## src/rtl/prog_run_sequencer.sv

```systemverilog
// Stages a CPU run: holds the CPU in reset while preloading parameter words,
// releases it, then watches its store bus for the result and done-flag mailboxes.
module prog_run_sequencer #(
  parameter int          NUM_WORDS  = 5,
  parameter logic [31:0] BASE_ADR   = 32'h0200_0000,
  parameter logic [31:0] RESULT_OFS = 32'h0000_000c,
  parameter logic [31:0] DONE_OFS   = 32'h0000_0010,
  parameter int          RST_HOLD   = 2,
  parameter int          TIMEOUT    = 4096
) (
  input  logic        clk,
  input  logic        reset,
  input  logic        start,
  input  logic        ld_valid,
  input  logic [31:0] ld_data,
  output logic        ld_ready,
  output logic        cpu_reset,
  output logic        Ext_MemWrite,
  output logic [31:0] Ext_WriteData,
  output logic [31:0] Ext_DataAdr,
  input  logic        MemWrite,
  input  logic [31:0] WriteData,
  input  logic [31:0] DataAdr,
  output logic [31:0] result,
  output logic        result_valid,
  output logic        done,
  output logic        timeout,
  output logic        busy
);

  localparam int          IDX_W     = (NUM_WORDS > 1) ? $clog2(NUM_WORDS) : 1;
  localparam logic [IDX_W-1:0] IDX_LAST = IDX_W'(NUM_WORDS - 1);
  localparam int          HOLD_LAST = (RST_HOLD > 0) ? RST_HOLD - 1 : 0;
  localparam logic [31:0] RES_ADR   = BASE_ADR + RESULT_OFS;
  localparam logic [31:0] DONE_ADR  = BASE_ADR + DONE_OFS;

  typedef enum logic [2:0] {
    S_IDLE, S_LOAD, S_GAP, S_HOLD, S_RUN, S_DONE, S_TOUT
  } state_t;

  state_t           state_q, state_d;
  logic [IDX_W-1:0] idx_q, idx_d;
  logic [31:0]      cnt_q, cnt_d;
  logic             we_q, we_d;
  logic [31:0]      wd_q, wd_d;
  logic [31:0]      adr_q, adr_d;
  logic [31:0]      result_q, result_d;
  logic             rv_q, rv_d;
  logic             done_q, done_d;
  logic             tout_q, tout_d;

  always_ff @(posedge clk or posedge reset) begin
    if (reset) begin
      state_q  <= S_IDLE;
      idx_q    <= '0;
      cnt_q    <= '0;
      we_q     <= 1'b0;
      wd_q     <= '0;
      adr_q    <= '0;
      result_q <= '0;
      rv_q     <= 1'b0;
      done_q   <= 1'b0;
      tout_q   <= 1'b0;
    end else begin
      state_q  <= state_d;
      idx_q    <= idx_d;
      cnt_q    <= cnt_d;
      we_q     <= we_d;
      wd_q     <= wd_d;
      adr_q    <= adr_d;
      result_q <= result_d;
      rv_q     <= rv_d;
      done_q   <= done_d;
      tout_q   <= tout_d;
    end
  end

  always_comb begin
    state_d  = state_q;
    idx_d    = idx_q;
    cnt_d    = cnt_q;
    // Ext_* default to zero so every write is a single-cycle registered pulse.
    we_d     = 1'b0;
    wd_d     = '0;
    adr_d    = '0;
    result_d = result_q;
    rv_d     = rv_q;
    done_d   = done_q;
    tout_d   = tout_q;
    case (state_q)
      S_IDLE, S_DONE, S_TOUT: begin
        if (start) begin
          state_d  = S_LOAD;
          idx_d    = '0;
          result_d = '0;
          rv_d     = 1'b0;
          done_d   = 1'b0;
          tout_d   = 1'b0;
        end
      end
      S_LOAD: begin
        if (ld_valid) begin
          we_d    = 1'b1;
          wd_d    = ld_data;
          adr_d   = BASE_ADR + (32'(idx_q) << 2);
          state_d = S_GAP;
        end
      end
      S_GAP: begin
        cnt_d = '0;
        if (idx_q == IDX_LAST) begin
          state_d = S_HOLD;
        end else begin
          idx_d   = idx_q + IDX_W'(1);
          state_d = S_LOAD;
        end
      end
      S_HOLD: begin
        if (cnt_q == 32'(HOLD_LAST)) begin
          cnt_d   = '0;
          state_d = S_RUN;
        end else begin
          cnt_d = cnt_q + 32'd1;
        end
      end
      S_RUN: begin
        cnt_d = cnt_q + 32'd1;
        if (MemWrite && (DataAdr == RES_ADR)) begin
          result_d = WriteData;
          rv_d     = 1'b1;
        end
        // A done store in the final allowed cycle takes priority over the abort.
        if (MemWrite && (DataAdr == DONE_ADR) && (WriteData == 32'd1)) begin
          done_d  = 1'b1;
          state_d = S_DONE;
        end else if (cnt_q == 32'(TIMEOUT - 1)) begin
          tout_d  = 1'b1;
          state_d = S_TOUT;
        end
      end
      default: state_d = S_IDLE;
    endcase
  end

  assign ld_ready      = (state_q == S_LOAD);
  assign cpu_reset     = (state_q != S_RUN);
  assign busy          = (state_q == S_LOAD) || (state_q == S_GAP) ||
                         (state_q == S_HOLD) || (state_q == S_RUN);
  assign Ext_MemWrite  = we_q;
  assign Ext_WriteData = wd_q;
  assign Ext_DataAdr   = adr_q;
  assign result        = result_q;
  assign result_valid  = rv_q;
  assign done          = done_q;
  assign timeout       = tout_q;

endmodule

```

## config.mk

```make
export PLATFORM = sky130hd
export DESIGN_NAME = prog_run_sequencer
export DESIGN_NICKNAME = d
export VERILOG_FILES = /design/src/rtl/prog_run_sequencer.sv
export SDC_FILE = /design/constraint.sdc
export NUM_CORES = 1
export LEC_CHECK = 0
export CAP_MARGIN = 25
export CORE_ASPECT_RATIO = 0.6
export CORE_MARGIN = 3
export CORE_UTILIZATION = 35
export DETAILED_ROUTE_END_ITERATION = 8
export GPL_ROUTABILITY_DRIVEN = 0
export MAX_ROUTING_LAYER = met4
export PLACE_DENSITY = 0.66
export SLEW_MARGIN = 0
export SYNTH_ARGS = -nofsm -noshare
export SYNTH_HDL_FRONTEND = slang
export SYNTH_SLANG_ARGS = --single-unit
```

## constraint.sdc

```tcl
create_clock -name clk -period 4.8 [get_ports clk]
set_input_delay 0.96 -clock clk [delete_from_list [all_inputs] [get_ports clk]]
set_output_delay 0.96 -clock clk [all_outputs]
set_load 0.03 [all_outputs]
```

==> reports/metrics.sh <==
SETUP.WORST_PATH.END_CLASS='primary output'
WORST_PIN_SLEW_NS=1.02
REGISTER_BIT_COUNT_REPORTED_BY_YOSYS=109
SYNTHTOPCELLSBYCOUNT='sky130_fd_sc_hd__dfrtp_1 (109), sky130_fd_sc_hd__nand2_1 (54), sky130_fd_sc_hd__and3_1 (43)'
NUM-FILL-CELLS=1330
GRT_PASS1_VIAS=4336
TIMING.SETUP.TNS_NS=0
POST_SYNTH_INST_COUNT=536
R2R_END='cnt_q[25]$_DFFE_PP0P_'
WORST_HOLD_STARTPOINT='done$_DFFE_PP0P_'
CLOCK_TREE.ROOT_CELL='sky130_fd_sc_hd__clkbuf_16'
POSTCTS_SETUP_BUFS=0
FIN_CELLS=907
HOLDPATHSTAGES=2
SETUP_VIOL_COUNT_FINAL=0
WORST_CLOCK_SKEW_NS=0.0105
NUM_ROWS=34
SEQUENTIAL_CELL_AREA_IN_THE_FINAL_LAYOUT_UM2=2730
GRT_USAGE_PCT=17.7
SETUP.WORST_PATH.START='state_q[2]$_DFFE_PP0P_'
GRT_MAX_DEGREE=60
IR_WORST_VDD_uV=218
OUTCOME='completed'
FP.DIEH_UM=102
CRITPATHREQUIREDTIME_NS=3.84
DRT_FIRST_PASS_ITERS=4
ROUTED_WL_MM=14.5
WL_PER_CELL_UM=15.9
CRITPATHMAXSTAGEDELAY_NS=0.72
SYNTHMOSTINSTANTIATEDCELL='sky130_fd_sc_hd__dfrtp_1'
CLOCK-SINKS=109
TIMING.HOLD.WS_NS=0.498
FINALCRITPERIODSHARE_PCT=75.7
WORST_CASE_REGISTER_TO_REGISTER_SETUP_SLACK_NS=2.01
SYNTH_LARGEST_TYPE_AREA_FRACTION_PCT=51.2
CRITPATHARRIVALTIME_NS=2.67
CRITPATHBUFINV=2
PLACED_CELL_AREA_UM2=7170
REPORT.FINAL.SLEW_VIOL_COUNT=0
CLK_PIN_SLEW_WORST_PATHS_NS=0.08
POST_SYNTH_INSTANCE_AREA_UM2=5320
CRITPATHSLOWESTCELL='sky130_fd_sc_hd__clkdlybuf4s50_1'
FIN_CRIT_NS=3.63
ROUTE.DETAILED.DRC=0
POSTCTSRESIZEDCELLS=0
CLOCK_PATH_BUFFERS=2
MULTI_INPUT_COMBINATIONAL_CELL_AREA_UM2=2240
P_PER_AREA_nW_PER_UM2=437
NUM_IO_PINS=204
DRT_ITER0_DRC=401
LAYOUT-AREA-OVERHEAD-VS-SYNTH_PCT=39.8
CRITPATHKIND='flip-flop to primary output'
LEAK_PWR_nW=3.25
GRT_OVERFLOW=0
TIMING.FINAL.HOLD_VIOLATIONS=0
NUMCTSBUFFERS=9
WORSTSKEWPAIRLATENCY_NS=0.34
ANTENNA_FOUND_INITIAL=0
INSERTED_DIODES=0
MAXCAPVIOLATIONS=0
POST_SYNTH.CELL_AREA_AVG_UM2=9.93
WORSTREGTOREGCELLS=7
CPLARGESTDELAYFAMILY='buffers and inverters'
NETS=810
MIN_TO='done$_DFFE_PP0P_'
SYNTH_EDF_COUNT=0
NUM_VIAS=4471
DIEAREA_UM2=16800
SYNTH_CELL_TYPE_COUNT=55
HP-CLASS='flip-flop to flip-flop'
ANT_NETS=0
SYNTH_TOP_CELL_BY_AREA='sky130_fd_sc_hd__dfrtp_1'
DIE_W_UM=165
CRITICAL_PATH.STARTPOINT_TYPE='flip-flop'
CTS_HTREE_LEVELS=3
POSTLAYOUTCELLAREA_UM2=7440
SYNTHTOPCELLSBYAREA='sky130_fd_sc_hd__dfrtp_1 (51%), sky130_fd_sc_hd__mux2i_1 (6.4%), sky130_fd_sc_hd__and3_1 (5.1%)'
SLEW_HEADROOM_PCT=32.3
RATIO_OF_CELLS_WITH_DRIVE_ABOVE_1_IN_THE_FINAL_LAYOUT_PCT=4.80
SYNTH_FLOP_CELL='sky130_fd_sc_hd__dfrtp_1'
GRT_FIRST_PASS_WIRELENGTH_MM=23.0
CRITICAL_PATH.CELL_CHAIN='nor3b_4 > buf_4 > nor2_1 > o21ai_0 > clkdlybuf4s50_1'
FLOORPLAN.INITIALDENSITY_PCT=36.3
PATH_MAX_FANOUT=37
P_TOTAL_mW=3.25
CTS_HOLD_BUFFERS=0
DPL.HPWL_MM=10.9
SYNTH-SEQ-AREA-SHARE_PCT=51.2
NUMPLACEDINSTANCES=892
BUFFER_PORTS.INSERTED=175
CTS_TREE='yes'
SETUP_REPAIR_AFTER_GLOBAL_ROUTING_MISSED_ITS_MARGIN='no'
TOTAL_OF_WARNINGS_RAISED_BY_YOSYS=0
CORE_REGION_AREA_UM2=14700
SYNTH-ASYNC-RESET-RATIO_PCT=100
FMAX_MHz=275
VIA_PER_INST=4.93
CRIT-REG2REG-LAUNCH='state_q[2]$_DFFE_PP0P_'
==> per-stage QoR <==
stage | util [%] | setup WS (ns)
after floorplan | - | 0.966
after global placement | 48.8 | 1.34
after detailed placement | 48.8 | 1.16
after CTS | 50.7 | 1.13
after global routing | 50.7 | 0.980
final | 50.7 | 1.17
==> power breakdown <==
group	total (mW)	internal [mW]	leakage, nW	switching, mW
sequential	1.19	1.07	1.50	0.123
combinational	1.36	0.553	1.62	0.808
clock	0.699	0.357	0.131	0.342
total	3.25	1.98	3.25	1.27
==> state kept, by name, indices dropped and copies added, names as in the netlist <==
name / count
result_valid: 1
cnt_q: 32
state_q: 3
idx_q: 3
Ext_WriteData: 32
result: 32
Ext_DataAdr: 4
timeout: 1
done: 1
==> worst min-delay path, stage by stage (launching register included) <==
cell,delay [ns]
sky130_fd_sc_hd__dfrtp_1,0.34
sky130_fd_sc_hd__a31oi_1,0.04
sky130_fd_sc_hd__nor2_1,0.08
==> cell usage in the layout (no fill, tap or decap), types with 2 or more instances in the layout <==
| cell | count |
|---|---|
| sky130_fd_sc_hd__or4_4 | 2 |
| sky130_fd_sc_hd__nand2_1 | 54 |
| sky130_fd_sc_hd__and2_1 | 3 |
| sky130_fd_sc_hd__xnor2_1 | 9 |
| sky130_fd_sc_hd__a21oi_1 | 17 |
| sky130_fd_sc_hd__dfrtp_1 | 109 |
| sky130_fd_sc_hd__nor4_1 | 22 |
| sky130_fd_sc_hd__nor4b_1 | 2 |
| sky130_fd_sc_hd__nand4_1 | 14 |
| sky130_fd_sc_hd__mux2i_1 | 34 |
| sky130_fd_sc_hd__a211oi_1 | 4 |
| sky130_fd_sc_hd__o31ai_1 | 2 |
| sky130_fd_sc_hd__or3_1 | 6 |
| sky130_fd_sc_hd__inv_1 | 40 |
| sky130_fd_sc_hd__or4_1 | 3 |
| sky130_fd_sc_hd__a2bb2oi_1 | 2 |
| sky130_fd_sc_hd__xor2_1 | 13 |
| sky130_fd_sc_hd__buf_4 | 6 |
| sky130_fd_sc_hd__ha_1 | 4 |
| sky130_fd_sc_hd__a31oi_1 | 2 |
| sky130_fd_sc_hd__o22a_1 | 2 |
| sky130_fd_sc_hd__clkdlybuf4s50_1 | 175 |
| sky130_fd_sc_hd__nor3_1 | 7 |
| sky130_fd_sc_hd__o21ai_0 | 9 |
| sky130_fd_sc_hd__and3_1 | 43 |
| sky130_fd_sc_hd__nand3_1 | 14 |
| sky130_fd_sc_hd__clkinv_4 | 2 |
| sky130_fd_sc_hd__clkbuf_16 | 9 |
| sky130_fd_sc_hd__and4_1 | 2 |
| sky130_fd_sc_hd__conb_1 | 28 |
| sky130_fd_sc_hd__nor2b_1 | 3 |
| sky130_fd_sc_hd__nor2_1 | 38 |
==> worst max-delay path by stage <==
stage | to | cells after the start | slack, ns
2_1_floorplan | Ext_DataAdr[25]$_DFF_PP0_ | 1 | 0.97
3_3_place_gp | result[29]$_DFFE_PP0P_ | 6 | 1.34
3_5_place_dp | result[28]$_DFFE_PP0P_ | 6 | 1.16
4_1_cts | busy | 5 | 1.13
5_1_grt | busy | 5 | 0.98
6_report | busy | 5 | 1.17
==> metal layers <==
layer | wire (um) | vias up | track usage (%)
met5 | 0 | - | -
met4 | 72 | 0 | 2.71
met3 | 1060 | 9 | 4.41
met2 | 6430 | 159 | 27.2
met1 | 6900 | 2161 | 24.2
li1 | - | 2142 | -
==> final cells by class <==
class	count	area share, %
clock inverter	5	0.605
sequential	109	36.7
inverter	42	2.15
multi-input combinational	362	30.0
clock buffer	10	3.08
tap	198	3.33
timing repair buffer	181	24.1
==> logic make-up after synthesis <==
kind of cell	count (synthesis)	share of synthesized area, %
xor+xnor	22	3.62
mux	35	6.60
compound gates	52	6.51
fa+ha+maj	4	0.940
buf+inv	92	8.70
simple gates	221	22.3
other cells	1	0.0704
flops	109	51.2
Note: power is estimated with default switching activity, not from simulation.
